File: src/rtl/rptr_handler.sv
// Read-side pointer handler of the asynchronous FIFO: synchronises the Gray write
// pointer into r_clk and maintains the read pointers, status flags and fill level.
module rptr_handler #(
  parameter int PTR_WIDTH = 4,
  parameter int AE_THRESH = 1
) (
  input  logic                 r_clk,
  input  logic                 r_rst,
  input  logic                 r_en,
  input  logic                 clr_underflow,
  input  logic [PTR_WIDTH-1:0] g_wptr,
  output logic [PTR_WIDTH-1:0] b_rptr,
  output logic [PTR_WIDTH-1:0] g_rptr,
  output logic                 rd_fire,
  output logic                 empty,
  output logic                 almost_empty,
  output logic [PTR_WIDTH-1:0] rd_level,
  output logic                 underflow
);

  localparam logic [PTR_WIDTH-1:0] AE_T = PTR_WIDTH'(AE_THRESH);

  logic [PTR_WIDTH-1:0] g_wptr_q1;
  logic [PTR_WIDTH-1:0] g_wptr_s;
  logic [PTR_WIDTH-1:0] b_wptr_s;
  logic [PTR_WIDTH-1:0] b_next;
  logic [PTR_WIDTH-1:0] g_next;
  logic [PTR_WIDTH-1:0] level_next;

  // Handshake: r_en is a request, !empty acts as ready; a read is consumed
  // (pointer advances, RAM strobed) only in a cycle where rd_fire = r_en & ~empty.
  assign rd_fire = r_en & ~empty;

  assign b_next     = b_rptr + {{(PTR_WIDTH-1){1'b0}}, rd_fire};
  assign g_next     = b_next ^ (b_next >> 1);
  assign level_next = b_wptr_s - b_next;

  // Gray to binary: XOR prefix running down from the MSB.
  always_comb begin
    b_wptr_s = '0;
    b_wptr_s[PTR_WIDTH-1] = g_wptr_s[PTR_WIDTH-1];
    for (int i = PTR_WIDTH - 2; i >= 0; i--) begin
      b_wptr_s[i] = b_wptr_s[i+1] ^ g_wptr_s[i];
    end
  end

  always_ff @(posedge r_clk or negedge r_rst) begin
    if (!r_rst) begin
      g_wptr_q1 <= '0;
      g_wptr_s  <= '0;
    end else begin
      g_wptr_q1 <= g_wptr;
      g_wptr_s  <= g_wptr_q1;
    end
  end

  // Flags are computed from the post-increment pointer so empty asserts on the
  // same edge the last entry is consumed.
  always_ff @(posedge r_clk or negedge r_rst) begin
    if (!r_rst) begin
      b_rptr       <= '0;
      g_rptr       <= '0;
      empty        <= 1'b1;
      almost_empty <= 1'b1;
      rd_level     <= '0;
      underflow    <= 1'b0;
    end else begin
      b_rptr       <= b_next;
      g_rptr       <= g_next;
      empty        <= (g_next == g_wptr_s);
      almost_empty <= (level_next <= AE_T);
      rd_level     <= level_next;
      if (r_en && empty) begin
        underflow <= 1'b1;
      end else if (clr_underflow) begin
        underflow <= 1'b0;
      end
    end
  end

endmodule

File: config.mk
export PLATFORM = sky130hd
export DESIGN_NAME = rptr_handler
export DESIGN_NICKNAME = d
export VERILOG_FILES = /design/src/rtl/rptr_handler.sv
export SDC_FILE = /design/constraint.sdc
export NUM_CORES = 1
export LEC_CHECK = 0
export ABC_AREA = 1
export CAP_MARGIN = 20
export CORE_MARGIN = 1.5
export CORE_UTILIZATION = 47
export CTS_CLUSTER_SIZE = 28
export DETAILED_ROUTE_END_ITERATION = 12
export HOLD_SLACK_MARGIN = 0.06
export PLACE_DENSITY = 0.77
export SYNTH_ARGS = -nofsm -noshare
export SYNTH_HDL_FRONTEND = slang
export SYNTH_SLANG_ARGS = --single-unit
File: constraint.sdc
create_clock -name r_clk -period 2.6 [get_ports r_clk]
set_clock_uncertainty 0.15 [all_clocks]
set_input_delay 0.52 -clock r_clk [delete_from_list [all_inputs] [get_ports r_clk]]
set_output_delay 0.52 -clock r_clk [all_outputs]
set_load 0.02 [all_outputs]
==> metrics.md, run 1 <==
| Metric | Value |
|---|---|
| Reg2Reg Setup Slack | 420 ps |
| Least-Margin Pin Slew | 266 ps |
| Antenna cells | 0 |
| Total power | 0.00169 W |
| Top cell by count, worst path | clkdlybuf4s50_1 |
| Slowest-stage cell, CP | clkdlybuf4s50_1 |
| Clock tree buffer depth | 2 |
| Sink Count | 22 |
| Buf/Inv on CP | 3 |
| Worst reg2reg path depth | 15 |
| Syn Area/Cell | 10.8 um2 |
| Reg clk slew, reported paths | 110 ps |
| Worst hold margin | 210 ps |
| Worst r2r dst | almost_empty |
| Initial antenna violation count | 0 |
| Hold Vio Cnt, Final | 0 |
| GP Congestion | 0.768 |
| Pre-antenna DRT Iters | 4 |
| Leakage Power | 0.636 nW |
| Status | complete, no violations |
| Vias in the first global route | 729 |
| H-tree depth | 1 |
| Hold Crit Class | flip-flop to flip-flop |
| Synthesized cell area | 970 um2 |
| Ys Warns | 0 |
| Kind of critical path | primary input to output port |
| Worst Setup EP | rd_fire |
| Area Overhead vs Synth | 37.4% |
| Final setup vio count | 0 |
| DR DRC count | 0 |
| Starting DRT DRC Count | 8 |
| Largest delay share family, worst path | buffers and inverters |
| Post-CTS Setup Repair Bufs | 0 |
| GRT Overall Usage | 16.3% |
| Synthesis-stage register bit count | 22 |
| Routed WL | 1.67 mm |
| IO Pins | 24 |
| Slew HR | 82.3% |
| Worst R2R Start | empty |
| Mux cell area share after synthesis | 0% |
| Stages on the worst setup path | 4 |
| Core area | 0.00196 mm2 |
| Share of cells above drive strength 1 | 28.1% |
| Initial core utilization | 49.4% |
| CP startpoint kind | primary input |
| Max cap viols | 0 |
| Total gr overflow | 0 |
| Synth Instances | 90 |
| Nets | 135 |
| Post-Synth Adder-Cell Area | 6.45% |
| Largest family of logic cells by synthesized area | simple AND/OR/NAND/NOR gates |
| CTS root buf | clkbuf_4 |
| Xor and xnor area share after synthesis | 8.52% |
| HPWL Detailed | 1.23 mm |
| IO Port Bufs | 23 |
| Yosys cell types | 19 |
| Sequential element share of the synthesized area | 57.0% |
| FP Rows | 16 |
| Worst-Skew Late Latency | 310 ps |
| TritonCTS Buffers | 3 |
| CP cell instances | clkdlybuf4s50_1 -> inv_1 -> nor2_2 -> clkdlybuf4s50_1 |
| Routed len/inst | 11.3 um |
| DIE HEIGHT | 48.4 um |
| Worst Path Arrival | 1780 ps |
| CP max stage delay | 610 ps |
| Max-slew violation count | 0 |
| Critical Path Sink Type | output port |
| Worst Path Required | 1930 ps |
| Fmax | 0.408 GHz |
| Largest net degree at the start of global routing | 23 |
| Min cycle time layout | 2450 ps |
| Cell Pwr Density | 1260 mW/mm2 |
| Crit share post-route | 94.3% |
| Routed vias/inst | 4.58 |
| Die ar. | 0.00234 mm2 |
| Worst-path fanout max | 2 |
| Die X | 48.4 um |
| Critical path origin | r_en |
| CTS tree | built |
| Antenna viol nets, final | 0 |
| Post-Syn Nets | 103 |
| Total number of vias | 678 |
| First-pass GRT wire length | 2.99 mm |
| Area fraction in compound gates after synthesis | 0.516% |
| Synth Area in Simple Gates | 20.9% |
| Worst vdd ir | 0.000740 V |
==> flip-flops by register name, indices dropped and copies added (netlist names) <==
name          count
almost_empty      1
b_rptr            4
empty             1
g_rptr            3
g_wptr_q1         4
g_wptr_s          4
rd_level          4
underflow         1
==> stage by stage <==
stage / cells / util [%] / setup WS (ps) / setup TNS, ps / cell area, um2
floorplan: 90 / - / 6.32 / 0 / 970
global placement: 144 / 64.4 / -158 / -259 / 1260
detailed placement: 144 / 64.4 / -240 / -457 / 1260
CTS: 148 / 66.3 / 63.7 / 0 / 1300
global route: 148 / 67.9 / -4.22 / -4.22 / 1330
finish: 148 / 67.9 / 148 / 0 / 1330
==> per-layer routing <==
| metal | GRT usage, % | share of wire (%) | vias to the layer above |
|---|---|---|---|
| met3 | 3.40 | 4.6 | 5 |
| met2 | 29.6 | 52 | 21 |
| met5 | 0 | 0 | - |
| met1 | 19.8 | 41 | 319 |
| met4 | 4.29 | 1.5 | 0 |
| li1 | - | - | 333 |
==> synth_stat cells (all sizes together) <==
library cell	n	share of area, %
nand2	22	11
dfrtp	20	52
inv	15	5.8
nand3	9	6.2
nor2	6	2.3
ha	5	6.5
xor2	5	5.3
dfstp	2	5.4
or2	2	1.5
buf	1	0.77
o21ai	1	0.52
xnor2	1	0.90
xnor3	1	2.3
==> cell usage in the layout (no fill, tap or decap), drive strengths merged, types with 2 or more instances in the layout <==
cell and count:
dfrtp 20, or2 2, inv 15, nand3 9
ha 5, nor2 6, buf 5, clkdlybuf4s50 23
nand2 22, dfstp 2, xor2 5, clkbuf 4
==> what timing repair did <==
item / in CTS / in global routing
hold buffers: 0 / 0
resized for setup: 0 / 8
endpoints found under the setup margin: 0 / 2
==> how the worst min path moves through the flow <==
stage,start,endpoint,slack (ps),cells after the start
floorplan,r_rst,b_rptr[0],70,0
detailed placement,g_wptr_q1[3],g_wptr_s[3],180,0
global placement,g_wptr_q1[3],g_wptr_s[3],180,0
global route,g_wptr_q1[3],g_wptr_s[3],220,0
CTS,g_wptr_q1[3],g_wptr_s[3],210,0
finish,g_wptr_q1[3],g_wptr_s[3],210,0
==> where the power goes <==
group / leakage [nW] / switching, W / internal [W] / total (W)
registers: 0.258 / 0.0000509 / 0.000457 / 0.000508
logic: 0.356 / 0.000517 / 0.000475 / 0.000993
clock network: 0.0210 / 0.0000998 / 0.0000855 / 0.000185
==> cells by family after synthesis <==
kind of cell,Yosys count
xor gates and xnor gates,7
adders and majority gates,5
buffers and inverters,16
AOI/OAI and AO/OA,1
DFF,22
and+or+nand+nor,39
==> final cells by class <==
type                       instances  area (um2)
clock buffer                       4        36.3
fill                             157         629
inverter                          15        56.3
multi-input combinational         52         385
sequential                        22         553
tap                               27        33.8
timing repair buffer              28         268
(Power assumes the default switching activity.)
==> run 2: changes to the inputs <==
- CORE_ASPECT_RATIO: default -> 1.5
- CORE_UTILIZATION: 47 -> 42
- PLACE_DENSITY: 0.77 -> 0.73
- SLEW_MARGIN: default -> 40
- clock period: 2.6 -> 2 ns (I/O delays scaled with it)
==> run 2 against run 1 <==
- the run now ends with setup timing left
- design area grew 5.3%
- global-route usage shrank 1.9 points
- via count grew 2.5%
- wire length shrank 2.8%
- non-clock buffer count grew 7
- critical path depth grew 10
- utilization shrank 4.4 points
- critical path type is now flip-flop to flip-flop
- largest cell class unchanged
==> metrics.md, run 2 (same netlist as run 1, synthesis figures left out) <==
| Metric | Value |
|---|---|
| GRT Overall Usage | 14.4% |
| Setup_tns | -132 ps |
| Fin worst setup slack | -90.5 ps |
| Worst reg2reg path depth | 14 |
| Clock power share | 8.8% |
| CTS root buf | clkbuf_4 |
| Share of cells above drive strength 1 | 37.0% |
| Worst Setup EP | almost_empty |
| GP Congestion | 0.883 |
| Initial core utilization | 43.9% |
| Status | complete, but fails checks |
| TritonCTS Buffers | 3 |
| Die ar. | 0.00261 mm2 |
| Least-Margin Pin Slew | 266 ps |
| Reg clk slew, reported paths | 110 ps |
| Most frequent cells in the layout | dfrtp_1, clkdlybuf4s50_1, nand2_1 |
| P_sw | 0.000894 W |
| Routed WL | 1.62 mm |
| Commonest non-fill, non-tap cell in the layout | dfrtp_1 |
| Total number of vias | 695 |
| Leakage Power | 0.687 nW |
| IO Port Bufs | 23 |
| Max-slew violation count | 0 |
| Worst vdd ir | 0.000796 V |
| Critical path origin | empty |
| Hold Crit Class | flip-flop to flip-flop |
| Nets | 142 |
| Min cycle time layout | 2090 ps |
| Fmax | 0.478 GHz |
| Vias in the first global route | 643 |
| Total gr overflow | 0 |
| Crit share post-route | 105% |
| Post-layout util | 63.5% |
| DIE HEIGHT | 61.9 um |
| Worst r2r dst | almost_empty |
| FP Rows | 21 |
| Initial antenna violation count | 0 |
| Starting DRT DRC Count | 4 |
| Kind of critical path | flip-flop to flip-flop |
| Hold-fix buffers, CTS | 0 |
| Layout fillers | 179 |
| Final setup vio count | 2 |
| Routed len/inst | 10.8 um |
| Routed vias/inst | 4.63 |
| Worst-path fanout max | 3 |
| H-tree depth | 1 |
| First-pass GRT wire length | 2.65 mm |
| Combinational share of power | 62.1% |
| Cell-internal power | 0.00137 W |
| Hold Vio Cnt, Final | 0 |
| Total power | 0.00227 W |
| Cell Pwr Density | 1620 mW/mm2 |
| Worst-Skew Late Latency | 310 ps |
| Pre-antenna DRT Iters | 4 |
| DR DRC count | 0 |
| Worst Path Required | 2110 ps |
| Sequential Power Share | 29.1% |
| HPWL Detailed | 1.27 mm |
| Sink Count | 22 |
| Antenna viol nets, final | 0 |
| Die X | 42.2 um |
| Clock tree buffer depth | 2 |
| Antenna cells | 0 |
| IO Pins | 24 |
| Worst Path Arrival | 2200 ps |
| Failing checks | setup timing |
| Reg2Reg Setup Slack | -90 ps |
| Core area | 0.00221 mm2 |
| Critical Path Sink Type | flip-flop |
| RSZ-0062 raised after global routing | true |
| Largest net degree at the start of global routing | 23 |
| Slew HR | 82.3% |
| Max cap viols | 0 |
| Area Overhead vs Synth | 44.6% |
| Worst R2R Start | empty |
| CP startpoint kind | flip-flop |
| CTS tree | built |
| Sw Share | 39.5% |
## run 2: cell types whose count changed in the layout (fill, tap and decap cells not counted), moves of 2 or more
cell / before / now
inv_1: 9 / 6
clkdlybuf4s50_1: 23 / 19
buf_4: 5 / 12
dlygate4sd2_1: 0 / 3
nand2_1: 15 / 13
nand2_2: 6 / 8
inv_2: 6 / 8
## run 2: how the worst min path moves through the flow
stage,startpoint,endpoint,cells past startpoint
floorplan,r_rst,b_rptr[0],0
detailed placement,g_wptr_q1[2],g_wptr_s[2],0
global placement,g_wptr_q1[3],g_wptr_s[3],0
global route,g_wptr_q1[2],g_wptr_s[2],0
finish,g_wptr_q1[2],g_wptr_s[2],0
CTS,g_wptr_q1[2],g_wptr_s[2],0
## run 2: through the flow
stage / setup WS (ps) / instance area [um2] / std cells / hold WS [ps]
final: -90.5 / 1400 / 150 / 212
after global routing: -250 / 1400 / 150 / 220
after floorplan: -168 / 1020 / 90 / -45.6
after CTS: -122 / 1390 / 149 / 216
after global placement: -485 / 1360 / 146 / 185
after detailed placement: -562 / 1360 / 146 / 189
## run 2: repair_timing
action | CTS | global route
resized for setup | 6 | 4
buffers inserted | 1 | 1
pin swaps | 12 | 5
setup endpoints to repair | 5 | 4
cloned | 0 | 0
## run 2: power groups by stage
| stage | logic (W) | clock network (W) | registers, W |
|---|---|---|---|
| after floorplan | 0.000697 | 0 | 0.000831 |
| after global placement | 0.00135 | 0 | 0.000666 |
| after detailed placement | 0.00138 | 0 | 0.000672 |
| after CTS | 0.00140 | 0.000206 | 0.000663 |
| after global routing | 0.00153 | 0.000218 | 0.000684 |
| final | 0.00141 | 0.000199 | 0.000660 |
## run 2: cell type report
type | count | area [um2] | share of cell area [%]
clock buffer | 3 | 22.5 | 1.61
inverter | 15 | 58.8 | 4.19
multi-input combinational | 52 | 420 | 30.0
sequential | 22 | 553 | 39.4
tap | 23 | 28.8 | 2.05
timing repair buffer | 35 | 319 | 22.7
## run 2: worst max-delay path, cell delays in order, from the launching register on
cell	delay, ps
dfstp_2	570
nor2_4	50
ha_4	160
ha_4	150
inv_2	30
nand2_1	50
nand2_2	80
inv_2	50
ha_4	280
inv_4	40
nor2_1	80
nand3_1	100
nand3_1	100
nand2_1	60
nor2_1	100
## run 2: per-layer routing
layer | share of wire [%] | track usage [%]
met2 | 57 | 28.4
met3 | 3.1 | 1.73
met4 | 3.7 | 12.1
met5 | 0 | 0
met1 | 36 | 13.1
